==> src/rtl/uart_rx.sv <==
`timescale 1ns/1ps
`default_nettype none
// =============================================================================
// Module  : uart_rx
// Brief   : 16x-oversampled UART receiver (8N1-style, 5..9 data bits) with
//           majority voting, valid/ack handshake, framing and overrun flags.
// Rev     : 1.0  initial release
// =============================================================================
module uart_rx #(
   parameter int ClockFrequency = 24_000_000,
   parameter int BaudRate       = 9600,
   parameter int NrOfDataBits   = 8
) (
   input  logic                    clock,
   input  logic                    reset,
   input  logic                    rx,
   input  logic                    readAck,
   output logic [NrOfDataBits-1:0] dataBits,
   output logic                    dataValid,
   output logic                    framingError,
   output logic                    overrun,
   output logic                    busy
);

   localparam int c_DIVISOR = (ClockFrequency + BaudRate * 8) / (BaudRate * 16);
   localparam int c_DIV_W   = $clog2(c_DIVISOR + 1);
   localparam int c_BIT_W   = $clog2(NrOfDataBits);
   localparam logic [c_DIV_W-1:0] c_DIV_LAST = c_DIV_W'(c_DIVISOR - 1);
   localparam logic [c_BIT_W-1:0] c_BIT_LAST = c_BIT_W'(NrOfDataBits - 1);

   typedef enum logic [2:0] {
      S_IDLE  = 3'd0,
      S_START = 3'd1,
      S_DATA  = 3'd2,
      S_STOP  = 3'd3,
      S_BREAK = 3'd4
   } t_state;

   t_state                    r_state;
   t_state                    w_state_nxt;

   logic                      r_sync1;
   logic                      r_sync2;
   logic                      r_rx_d;
   logic [1:0]                r_fill;
   logic                      r_armed;

   logic [c_DIV_W-1:0]        r_div;
   logic [3:0]                r_sample;
   logic [c_BIT_W-1:0]        r_bitcnt;
   logic                      r_s7;
   logic                      r_s8;
   logic [NrOfDataBits-1:0]   r_shift;

   logic [NrOfDataBits-1:0]   r_data;
   logic                      r_valid;
   logic                      r_overrun;
   logic                      r_ferr;

   logic                      w_fall;
   logic                      w_tick;
   logic                      w_major;
   logic                      w_decide;
   logic                      w_load;
   logic                      w_ferr;

   // Edges are only armed once the line has been seen high through a fully
   // refilled synchronizer, so a line held low across reset is ignored.
   always_ff @(posedge clock or negedge reset) begin
      if (!reset) begin
         r_sync1 <= 1'b1;
         r_sync2 <= 1'b1;
         r_rx_d  <= 1'b1;
         r_fill  <= 2'b00;
         r_armed <= 1'b0;
      end else begin
         r_sync1 <= rx;
         r_sync2 <= r_sync1;
         r_rx_d  <= r_sync2;
         r_fill  <= {r_fill[0], 1'b1};
         if (r_fill[1] && r_sync2) begin
            r_armed <= 1'b1;
         end
      end
   end

   assign w_fall   = r_armed & r_rx_d & ~r_sync2;
   assign w_tick   = (r_state != S_IDLE) && (r_div == c_DIV_LAST);
   assign w_major  = (r_s7 & r_s8) | (r_s7 & r_sync2) | (r_s8 & r_sync2);
   assign w_decide = w_tick && (r_sample == 4'd9);
   assign w_load   = (r_state == S_STOP) && w_decide && w_major;
   assign w_ferr   = (r_state == S_STOP) && w_decide && !w_major;

   always_ff @(posedge clock or negedge reset) begin
      if (!reset) begin
         r_state <= S_IDLE;
      end else begin
         r_state <= w_state_nxt;
      end
   end

   always_comb begin
      w_state_nxt = r_state;
      case (r_state)
         S_IDLE: begin
            if (w_fall) begin
               w_state_nxt = S_START;
            end
         end
         S_START: begin
            if (w_decide && w_major) begin
               w_state_nxt = S_IDLE;
            end else if (w_tick && (r_sample == 4'd15)) begin
               w_state_nxt = S_DATA;
            end
         end
         S_DATA: begin
            if (w_tick && (r_sample == 4'd15) && (r_bitcnt == c_BIT_LAST)) begin
               w_state_nxt = S_STOP;
            end
         end
         S_STOP: begin
            if (w_decide) begin
               w_state_nxt = w_major ? S_IDLE : S_BREAK;
            end
         end
         S_BREAK: begin
            if (w_tick && (r_sample == 4'd15) && r_sync2) begin
               w_state_nxt = S_IDLE;
            end
         end
         default: begin
            w_state_nxt = S_IDLE;
         end
      endcase
   end

   // Divider and sample counter sit at zero in IDLE, so bit phase starts at the edge.
   always_ff @(posedge clock or negedge reset) begin
      if (!reset) begin
         r_div    <= '0;
         r_sample <= 4'd0;
         r_bitcnt <= '0;
         r_s7     <= 1'b1;
         r_s8     <= 1'b1;
         r_shift  <= '0;
      end else begin
         if (r_state == S_IDLE || r_div == c_DIV_LAST) begin
            r_div <= '0;
         end else begin
            r_div <= r_div + c_DIV_W'(1);
         end

         if (r_state == S_IDLE) begin
            r_sample <= 4'd0;
         end else if (r_state != S_BREAK && w_state_nxt == S_BREAK) begin
            r_sample <= 4'd0;
         end else if (r_state == S_BREAK && !r_sync2) begin
            r_sample <= 4'd0;
         end else if (w_tick) begin
            r_sample <= r_sample + 4'd1;
         end

         if (r_state == S_START) begin
            r_bitcnt <= '0;
         end else if (r_state == S_DATA && w_tick && r_sample == 4'd15) begin
            r_bitcnt <= r_bitcnt + c_BIT_W'(1);
         end

         if (w_tick && r_sample == 4'd7) begin
            r_s7 <= r_sync2;
         end
         if (w_tick && r_sample == 4'd8) begin
            r_s8 <= r_sync2;
         end

         if (r_state == S_DATA && w_decide) begin
            r_shift <= {w_major, r_shift[NrOfDataBits-1:1]};
         end
      end
   end

   // A word load takes priority over a coincident acknowledge.
   always_ff @(posedge clock or negedge reset) begin
      if (!reset) begin
         r_data    <= '0;
         r_valid   <= 1'b0;
         r_overrun <= 1'b0;
         r_ferr    <= 1'b0;
      end else begin
         r_ferr <= w_ferr;
         if (w_load) begin
            r_data  <= r_shift;
            r_valid <= 1'b1;
            if (readAck) begin
               r_overrun <= 1'b0;
            end else if (r_valid) begin
               r_overrun <= 1'b1;
            end
         end else if (readAck && r_valid) begin
            r_valid   <= 1'b0;
            r_overrun <= 1'b0;
         end
      end
   end

   assign dataBits     = r_data;
   assign dataValid    = r_valid;
   assign overrun      = r_overrun;
   assign framingError = r_ferr;
   assign busy         = (r_state != S_IDLE);

endmodule
`default_nettype wire

==> config.mk <==
export PLATFORM = sky130hd
export DESIGN_NAME = uart_rx
export DESIGN_NICKNAME = d
export VERILOG_FILES = /design/src/rtl/uart_rx.sv
export SDC_FILE = /design/constraint.sdc
export NUM_CORES = 1
export LEC_CHECK = 0
export CORE_MARGIN = 4
export CORE_UTILIZATION = 49
export DETAILED_ROUTE_END_ITERATION = 8
export HOLD_SLACK_MARGIN = 0.06
export PLACE_DENSITY = 0.79
export SYNTH_ARGS = -nofsm -noshare
export SYNTH_HDL_FRONTEND = slang
export SYNTH_SLANG_ARGS = --single-unit
==> constraint.sdc <==
create_clock -name clock -period 3.9 [get_ports clock]
set_input_delay 0.585 -clock clock [delete_from_list [all_inputs] [get_ports clock]]
set_output_delay 0.585 -clock clock [all_outputs]
set_load 0.01 [all_outputs]
* Yosys cells after proc, flatten, opt, wreduce, memory -nomap -nowiden
Index checks and enable logic that the tools add are counted.
W data, S select, Z words.
** Operators by class
- Div/mod/pow operators :: 0
- Mux-type cells :: 20
- $lt $le $gt $ge :: 0
- Multipliers :: 0
- Equal/unequal tests :: 13
- Shift-type cells :: 0
- Reduce and logical (&&, ||, !) cells :: 27
- $add $sub $neg :: 3
- Bitwise logic cells :: 8
** Operator list (number)
- $mux W3 :: 9
- $logic_and A1 B1 Y1 :: 18
- $mux W4 :: 4
- $pmux W3 S5 :: 1
- $eq A4 B4 Y1 const B :: 3
- $eq A3 B3 Y1 const B :: 3
- $add A8 B1 Y8 const B :: 1
- $eq A8 B8 Y1 const B :: 1
- $mux W8 :: 1
- $eq A3 B2 Y1 const B :: 2
- $ne A3 B3 Y1 const B :: 2
- $and A1 B1 Y1 :: 5
- $mux W1 :: 5
- $add A4 B1 Y4 const B :: 1
- $eq A4 B3 Y1 const B :: 1
- $reduce_bool A2 Y1 :: 2
- $reduce_bool A4 Y1 :: 1
- $add A3 B1 Y3 const B :: 1
- $eq A3 B1 Y1 const B :: 1
- $logic_not A3 Y1 :: 1
- $reduce_bool A3 Y1 :: 1
- $logic_not A1 Y1 :: 2
- $or A1 B1 Y1 :: 2
- $reduce_and A2 Y1 :: 1
- other kinds (2) :: 2
** Word-level totals
- Memories :: 0
- Latch bits :: 0
- Memory bits (read-only) :: 0
- RAM bits :: 0
- Word-level logic and storage cells :: 87
- Bits of input ports :: 4
- Register bits :: 45

* Longest topological paths before layout
Gate-level depths: netlist of the first run.
- Depth in word-level cells :: 10
- Mapped depth :: 6

* Worst setup path before layout of the first run
Ideal clock, no wire load.
- Path kind :: flip-flop to flip-flop
- Start :: reg r_div[0]
- End :: reg r_shift[0]
- Setup slack :: 1.944 ns
- Data arrival time :: 1.831 ns
- Cell stages (with the launch flop) :: 6
- Library setup time :: 0.125 ns
- Period minus slack after synthesis :: 1.956 ns
- Data required time :: 3.775 ns
- Buffers on the path :: 0
- Path through :: dfrtp_1 ha_1 nor3b_4 nand3_4 nor4_4 mux2_2
** Between the ends
- Cells in the longest elaborated chain, start to end :: 4
** Ends and longest elaborated chain
- from (decl) :: line 48 : logic [c_DIV_W-1:0] r_div;
- from (signal assigned) :: line 151 : r_div <= r_div + c_DIV_W'(1);
- $eq A8 B8 Y1 :: line 88 : assign w_tick = (r_state != S_IDLE) && (r_div == c_DIV_LAST);
- $logic_and A1 B1 Y1 :: line 88
- $logic_and A1 B1 Y1 :: line 90 : assign w_decide = w_tick && (r_sample == 4'd9);
- $logic_and A1 B1 Y1 :: line 177 : if (r_state == S_DATA && w_decide) begin
- to (signal assigned) :: line 178 : r_shift <= {w_major, r_shift[NrOfDataBits-1:1]};
- to (decl) :: line 53 : logic [NrOfDataBits-1:0] r_shift;
Every way passes these cells.
A chain may end at the register's enable or synchronous reset.

* Final worst setup path of the first run
- Start :: reg r_state[0]
- End :: out busy
** Between the ends
- Cells in the longest elaborated chain, start to end :: 1
** Ends and longest elaborated chain
- from (decl) :: line 39 : t_state r_state;
- from (signal assigned) :: line 98 : r_state <= w_state_nxt;
- $reduce_bool A3 Y1 :: line 211 : assign busy = (r_state != S_IDLE);
- to (decl) :: line 22 : output logic busy
Every way passes these cells.

==> impl_metrics.env, run 1 <==
export IMPL_status="completed"
export IMPL_final_util_pct=59.2
export IMPL_cap_violations=0
export IMPL_vias_per_cell=5.67
export IMPL_die_w_um=73.5
export IMPL_startpoint="r_state[0]"
export IMPL_startpoint_type="flip-flop"
export IMPL_post_cts_buffers=0
export IMPL_area_growth_pct=14.4
export IMPL_setup_viol=0
export IMPL_crit_fanout=9
export IMPL_r2r_start="r_div[0]"
export IMPL_min_period_ns=2.42
export IMPL_skew_ns=0.00972
export IMPL_endpoint="busy"
export IMPL_fin_crit_sh_pct=62.1
export IMPL_synth_area_per_cell_um2=12.0
export IMPL_max_slew_margin_pct=34.4
export IMPL_cts_htree_levels=2
export IMPL_initial_utilization_pct=51.7
export IMPL_cts_repair_resized=0
export IMPL_ys_seq_area_share_pct=53.9
export IMPL_wl_per_cell_um=15.9
export IMPL_hold_viol=0
export IMPL_cts_tree="done"
export IMPL_fin_nets=202
export IMPL_synth_seq_cells=45
export IMPL_dp_cells=235
export IMPL_rsz0062_at_grt="no"
export IMPL_yosysUniqueCellTypes=45
export IMPL_async_flop_share_pct=100
export IMPL_grt_pass1_wl_um=6600
export IMPL_place_area_um2=2280
export IMPL_dr_pass1_iters=4
export IMPL_core_area_um2=4060
export IMPL_syn_instance_count=175
export IMPL_ant_nets=0
export IMPL_clockBufferDepth=2
export IMPL_ir_worst_vdd_v=0.000262
export IMPL_synth_edf_count=0
export IMPL_portBuffers=15
export IMPL_postRouteWirelength_um=3860
export IMPL_die_h_um=73.5
export IMPL_hold_buffers=0
export IMPL_fillerInstances=328
export IMPL_end_kind="output pin"
export IMPL_worstPathArrival_ns=1.84
export IMPL_grt_total_usage_pct=16.2
export IMPL_tritoncts_num_buffers=5
export IMPL_insertion_delay_ns=0.31
export IMPL_layout_common_cells="40 x dfrtp_1, 21 x nor2_1, 20 x mux2_2, 14 x clkdlybuf4s50_1"
export IMPL_setup_tns_ns=0
export IMPL_cts_sink_count=45
export IMPL_floorplan_rows=23
export IMPL_path_clk_slew_ns=0.09
export IMPL_worst_slew_pin_slew_ns=0.985
export IMPL_r2r_setup_slack_ns=1.73
export IMPL_grt_remaining_overflow=0
export IMPL_dpl_hpwl_um=2680
export IMPL_io_pins=16
export IMPL_netlist_area_um2=2100
export IMPL_hold_class="flip-flop to flip-flop"
export IMPL_stdcell_area_um2=2400
export IMPL_ys_flop_type="dfrtp_1"
export IMPL_gp_congestion=0.865
export IMPL_power_density_nw_per_um2=434
export IMPL_die_area_um2=5400
export IMPL_vias=1378
export IMPL_root_buffer="clkbuf_8"
export IMPL_route_detailed_drc=0
export IMPL_reg2reg_depth=5
export IMPL_diodes=0
export IMPL_grt_max_degree=46
export IMPL_leakage_nw=1.07
export IMPL_final_common_cell="dfrtp_1"
export IMPL_ys_warnings_count=0
export IMPL_synth_net_count=185
export IMPL_required_ns=3.31
export IMPL_drive_gt1_share_pct=22.8
export IMPL_antenna_found_initial=0
export IMPL_grt_pass1_vias=1369
export IMPL_crit_type="flip-flop to output pin"
export IMPL_drv_slew=0
export IMPL_stdcell_count=243
export IMPL_r2r_end="r_shift[2]"
export IMPL_drt_first_iter_violations=75
export IMPL_fmax_mhz=413
[routing by layer]
layer / global-route usage, % / wire (µm) / part of all wire, %
met5: 0 / 0 / 0
met2: 24.8 / 1850 / 48
met4: 8.05 / 99 / 2.6
met1: 20.6 / 1690 / 44
met3: 5.34 / 222 / 5.8
[metrics by stage]
stage / setup WS, ns / hold slack, ns / total power, mW
2_1_floorplan: 1.94 / 0.289 / 0.645
3_3_place_gp: 1.79 / 0.332 / 0.678
3_5_place_dp: 1.74 / 0.336 / 0.682
4_1_cts: 1.48 / 0.355 / 1.05
5_1_grt: 1.40 / 0.363 / 1.10
6_report: 1.48 / 0.352 / 1.04
[cell usage after synthesis, types with 2 or more instances]
cell type  count  share of area [%]
nor3_1         3               0.71
o31a_1         2               0.83
xor2_1         4                1.7
nand2_1       10                1.8
a41oi_1        2               0.83
a21oi_1        3               0.71
mux2_2        20                 11
nor2_1        21                3.8
ha_1           6                3.6
xnor2_1        5                2.1
o311ai_0       2               0.83
dfstp_2        5                6.3
dfrtp_1       40                 48
clkbuf_1       2               0.36
nand4b_1       2               0.83
and3_1         2               0.60
buf_2          2               0.48
o21ai_0        3               0.71
nand2b_1       2               0.60
inv_1          5               0.89
nand3_1       10                2.4
[registers in the layout, summed over array words and instances (netlist names)]
register	cells
dataBits	8
r_div	8
r_shift	8
r_sample	4
r_bitcnt	3
r_state	3
r_fill	2
dataValid	1
framingError	1
overrun	1
r_armed	1
r_rx_d	1
r_s7	1
r_s8	1
r_sync1	1
r_sync2	1
[critical path: stages, from the launching register on]
cell	delay (ns)
dfrtp_1	0.50
or3_1	0.50
clkdlybuf4s50_1	0.53
[power breakdown]
| group | internal [mW] | total [mW] | switching, mW |
|---|---|---|---|
| logic | 0.0575 | 0.117 | 0.0595 |
| registers | 0.505 | 0.556 | 0.0512 |
| clock network | 0.208 | 0.369 | 0.161 |
| total | 0.771 | 1.04 | 0.272 |
[logic make-up after synthesis]
kind of cell | after synthesis | share of synthesized area (%)
and+or+nand+nor | 66 | 19.3
DFF | 45 | 53.9
muxes | 20 | 10.7
AOI/OAI and AO/OA | 17 | 5.96
buffers and inverters | 10 | 2.09
xor gates and xnor gates | 9 | 3.75
adders and majority gates | 7 | 4.05
other | 1 | 0.179
[cell type report]
type	count	area (µm²)	area share [%]
repair buffers	15	145	6.04
clock inverters	2	37.5	1.56
clock buffers	6	82.6	3.44
inverters	5	18.8	0.781
multi-input cells	120	923	38.4
well taps	50	62.6	2.60
flip-flops and latches	45	1130	47.1
[worst min path at each step]
stage	from	to	slack, ns	depth (start not counted)
finish	r_fill[0]	r_fill[1]	0.35	0
global route	r_sync1	r_sync2	0.36	0
CTS	r_fill[0]	r_fill[1]	0.36	0
detailed placement	r_fill[0]	r_fill[1]	0.34	0
global placement	r_fill[0]	r_fill[1]	0.33	0
floorplan	reset	dataBits[0]	0.29	0
Power figures use the tool's default switching activity.
==> run 2, diff against run 1 <==
PLACE_DENSITY = 0.81   (was 0.79)
clock period = 2.1 ns   (was 3.9 ns; I/O delays follow)
==> run 2 against run 1 <==
Global-route usage decreased by 0.44 points. Combinational power is 93% higher. First-iteration DRC count up 5.3%. Design area up 1.1%. Sequential power is 85% higher. Largest cell class unchanged.
==> impl_metrics.env, run 2 (same netlist as run 1, synthesis figures left out) <==
export IMPL_die_w_um=73.5
export IMPL_postRouteWirelength_um=3650
export IMPL_wl_per_cell_um=14.7
export IMPL_gp_congestion=0.842
export IMPL_clockBufferDepth=2
export IMPL_hold_buffers=0
export IMPL_portBuffers=15
export IMPL_drive_gt1_share_pct=25.6
export IMPL_dr_pass1_iters=4
export IMPL_grt_pass1_vias=1425
export IMPL_setup_viol=0
export IMPL_diodes=0
export IMPL_hold_viol=0
export IMPL_worstPathArrival_ns=1.71
export IMPL_io_pins=16
export IMPL_fin_crit_sh_pct=96.3
export IMPL_antenna_found_initial=0
export IMPL_drt_first_iter_violations=79
export IMPL_max_slew_margin_pct=64.4
export IMPL_layout_common_cells="40 x dfrtp_1, 21 x nor2_1, 20 x mux2_2, 14 x clkdlybuf4s50_1"
export IMPL_hold_class="primary input to asynchronous set/reset pin"
export IMPL_r2r_end="r_sample[2]"
export IMPL_skew_ns=0.00521
export IMPL_core_area_um2=4060
export IMPL_critPathBufInv=1
export IMPL_path_clk_slew_ns=0.08
export IMPL_stdcell_count=249
export IMPL_status="completed"
export IMPL_fmax_mhz=494
export IMPL_required_ns=1.78
export IMPL_r2r_start="r_div[0]"
export IMPL_routed_wl_met2_um=1710
export IMPL_crit_type="flip-flop to output pin"
export IMPL_grt_total_usage_pct=15.8
export IMPL_power_density_nw_per_um2=740
export IMPL_regArea_um2=1130
export IMPL_leakage_nw=1.09
export IMPL_cts_repair_resized=1
export IMPL_fin_nets=208
export IMPL_slowest_stage="clkdlybuf4s50_1"
export IMPL_cts_htree_levels=2
export IMPL_end_kind="output pin"
export IMPL_cts_sink_count=45
export IMPL_cts_tree="done"
export IMPL_vias_per_cell=5.58
export IMPL_final_common_cell="dfrtp_1"
export IMPL_vias=1389
export IMPL_route_met3_wl_um=131
export IMPL_die_h_um=73.5
export IMPL_floorplan_rows=23
export IMPL_root_buffer="clkbuf_8"
export IMPL_initial_utilization_pct=51.7
export IMPL_insertion_delay_ns=0.29
export IMPL_max_stage_delay_ns=0.50
export IMPL_wl_met1_um=1740
export IMPL_reg2reg_depth=5
export IMPL_fillerInstances=313
export IMPL_multiInputGateArea_um2=928
export IMPL_r2r_setup_slack_ns=0.09
export IMPL_ir_worst_vdd_v=0.000558
export IMPL_routed_top_layer="met4"
export IMPL_crit_fanout=11
export IMPL_setup_tns_ns=0
export IMPL_post_cts_buffers=0
export IMPL_area_growth_pct=15.7
export IMPL_dpl_hpwl_um=2580
export IMPL_min_period_ns=2.02
export IMPL_rsz0062_at_grt="no"
export IMPL_grt_remaining_overflow=0
export IMPL_dp_cells=241
export IMPL_grt_max_degree=46
export IMPL_path_delay_family="buffers and inverters"
export IMPL_cap_violations=0
export IMPL_worst_slew_pin_slew_ns=0.534
export IMPL_route_detailed_drc=0
export IMPL_die_area_um2=5400
export IMPL_drv_slew=0
export IMPL_ant_nets=0
export IMPL_stdcell_area_um2=2430
export IMPL_place_area_um2=2330
export IMPL_grt_pass1_wl_um=6500
export IMPL_tritoncts_num_buffers=5
export IMPL_crit_chain="or3_4 -> clkdlybuf4s50_1"
export IMPL_startpoint_type="flip-flop"
## run 2: cell types whose count changed in the layout (fill, tap and decap cells not counted)
cell / change
buf_4: +6
bufinv_16: -1
clkinv_2: +1
clkinv_4: +1
clkinvlp_4: -1
or3_1: -1
or3_4: +1
## run 2: per-stage QoR
step	util, %	hold slack [ns]	power (mW)	worst slack [ns]
after detailed placement	57.4	0.339	1.28	0.117
final	59.9	0.0773	1.80	0.0768
after global routing	59.9	0.133	1.91	0.00626
after global placement	57.4	0.334	1.27	0.161
after CTS	59.9	0.0974	1.83	0.0699
after floorplan	-	0.0194	1.20	0.144
## run 2: worst max-delay path by stage
stage          startpoint           to  slack [ns]  depth (start not counted)
2_1_floorplan    r_div[0]   r_shift[0]        0.14                          5
3_3_place_gp     r_div[0]  r_sample[0]        0.16                          5
3_5_place_dp     r_div[0]  r_sample[3]        0.12                          5
4_1_cts        r_state[2]         busy        0.07                          2
5_1_grt          r_div[0]   r_state[2]       0.006                          5
6_report       r_state[2]         busy        0.08                          2
## run 2: per-layer routing
metal,track usage (%),vias to the layer above
met5,0,-
met4,7.85,0
met3,3.01,6
met2,24.1,28
met1,21.5,688
li1,-,667
## run 2: worst register-to-register path: stages (launching register included)
cell	delay (ns)
dfrtp_1	0.37
ha_1	0.24
or3b_4	0.44
or4_4	0.55
o21ai_2	0.21
nor2_1	0.08
## run 2: area by class of cell
| type | instances | share of cell area [%] |
|---|---|---|
| Clock inverter | 2 | 0.567 |
| Timing Repair Buffer | 21 | 7.83 |
| Sequential cell | 45 | 46.6 |
| Multi-Input combinational cell | 120 | 38.2 |
| Inverter | 5 | 0.773 |
| Tap cell | 50 | 2.58 |
| Clock buffer | 6 | 3.40 |
## run 2: report_power, final
part	internal (mW)	leakage [nW]	switching [mW]
combinational	0.116	0.465	0.110
sequential	0.938	0.577	0.0911
clock	0.266	0.0512	0.277
==> run 3, diff against run 2 <==
CORE_MARGIN = not set   (was 4)
==> run 3 against run 2 <==
Flip-flop and latch count unchanged. Sequential share of layout area decreased by 0.38 points. Combinational power rose by 2%. Final cell count up 0.80%. Utilization increased by 0.49 points. Die area decreased by 16%. Non-clock buffer count grew 2. Design area rose by 0.82%. Via count fell by 0.86%. Largest power group unchanged.
==> impl_metrics.env, run 3 (same netlist as run 1, synthesis figures left out) <==
export IMPL_fmax_mhz=506
export IMPL_crit_fanout=5
export IMPL_leakage_nw=1.10
export IMPL_hold_viol=0
export IMPL_route_detailed_drc=0
export IMPL_portBuffers=15
export IMPL_cap_violations=0
export IMPL_grt_total_usage_pct=18.6
export IMPL_sw_frac_of_total_pct=27.7
export IMPL_stdcell_area_um2=2450
export IMPL_io_pins=16
export IMPL_place_ws_ns=0.120
export IMPL_r2r_setup_slack_ns=0.12
export IMPL_skew_ns=0.00407
export IMPL_r2r_end="r_sample[3]"
export IMPL_core_area_um2=4060
export IMPL_required_ns=2.29
export IMPL_cts_sink_count=45
export IMPL_vias=1377
export IMPL_setup_viol=0
export IMPL_grt_remaining_overflow=0
export IMPL_layout_common_cells="40 x dfrtp_1, 21 x nor2_1, 20 x mux2_2, 14 x clkdlybuf4s50_1"
export IMPL_power_switching_mw=0.508
export IMPL_insertion_delay_ns=0.30
export IMPL_ant_nets=0
export IMPL_area_growth_pct=16.6
export IMPL_grt_max_degree=46
export IMPL_cts_tree="done"
export IMPL_wl_per_cell_um=14.6
export IMPL_die_w_um=67.5
export IMPL_hold_class="primary input to asynchronous set/reset pin"
export IMPL_p_int_mw=1.33
export IMPL_root_buffer="clkbuf_8"
export IMPL_fin_ws_ns=0.124
export IMPL_drt_first_iter_violations=131
export IMPL_cts_htree_levels=2
export IMPL_grt_pass1_wl_um=6050
export IMPL_drv_slew=0
export IMPL_stdcell_count=251
export IMPL_rsz0062_at_grt="no"
export IMPL_pwr_share_clk_pct=31.3
export IMPL_antenna_found_initial=0
export IMPL_tritoncts_num_buffers=5
export IMPL_post_cts_buffers=0
export IMPL_fin_crit_sh_pct=94.1
export IMPL_seqPwrFrac_pct=56.1
export IMPL_crit_type="flip-flop to flip-flop"
export IMPL_status="completed"
export IMPL_final_util_pct=60.3
export IMPL_startpoint_type="flip-flop"
export IMPL_vias_per_cell=5.49
export IMPL_holdWs_ns=0.0722
export IMPL_power_mw=1.84
export IMPL_diodes=0
export IMPL_fin_nets=210
export IMPL_dpl_hpwl_um=2530
export IMPL_worst_slew_pin_slew_ns=0.544
export IMPL_end_kind="flip-flop"
export IMPL_startpoint="r_div[0]"
export IMPL_die_area_um2=4550
export IMPL_dr_pass1_iters=4
export IMPL_postRouteWirelength_um=3670
export IMPL_worstPathArrival_ns=2.17
export IMPL_hold_buffers=0
export IMPL_power_density_nw_per_um2=750
export IMPL_p_comb_share_pct=12.6
export IMPL_grt_pass1_vias=1261
export IMPL_clockBufferDepth=2
export IMPL_path_clk_slew_ns=0.09
export IMPL_ir_worst_vdd_v=0.000571
export IMPL_r2r_start="r_div[0]"
export IMPL_min_period_ns=1.98
export IMPL_max_slew_margin_pct=63.7
export IMPL_die_h_um=67.5
export IMPL_gp_congestion=0.826
export IMPL_setup_tns_ns=0
export IMPL_floorplan_rows=23
export IMPL_dp_cells=243
export IMPL_reg2reg_depth=5
export IMPL_place_area_um2=2340
export IMPL_initial_utilization_pct=51.7
export IMPL_final_common_cell="dfrtp_1"
export IMPL_drive_gt1_share_pct=26.9
==> run 3: how the worst max path moves through the flow <==
stage | end | slack [ns]
floorplan | r_shift[0] | 0.14
global placement | r_sample[0] | 0.16
detailed placement | r_sample[2] | 0.12
CTS | busy | 0.02
global route | r_sample[2] | 0.03
finish | r_sample[3] | 0.12
==> run 3: layout make-up <==
type,instances,area [µm²]
fill,317,1610
sequential,45,1130
multi-input combinational,120,931
timing repair buffer,23,205
clock buffer,6,82.6
tap,50,62.6
inverter,5,18.8
clock inverter,2,16.3
==> run 3: repair_timing <==
action                                  4_1_cts  5_1_grt
endpoints found under the hold margin         0        0
endpoints found under the setup margin        0        3
resized for setup                             0        2
==> run 3: critical path, cell delays in order, from the launching register on <==
cell and delay [ns]:
dfrtp_1 0.38, ha_2 0.23, or3b_4 0.43, or4_4 0.55, o21ai_2 0.20, nor2_1 0.08
==> run 3: power groups by stage <==
stage               registers (mW)  clock network (mW)  logic [mW]
CTS                           1.03               0.596       0.234
detailed placement            1.05                   0       0.231
global placement              1.04                   0       0.226
global route                  1.04               0.627       0.272
finish                        1.03               0.575       0.231
floorplan                     1.03                   0       0.170
==> run 3: routing by layer <==
layer / global-route usage, % / share of wire (%)
met5: 0 / 0
met4: 9.31 / 1.5
met3: 4.90 / 2.6
met2: 26.0 / 45
met1: 26.4 / 51
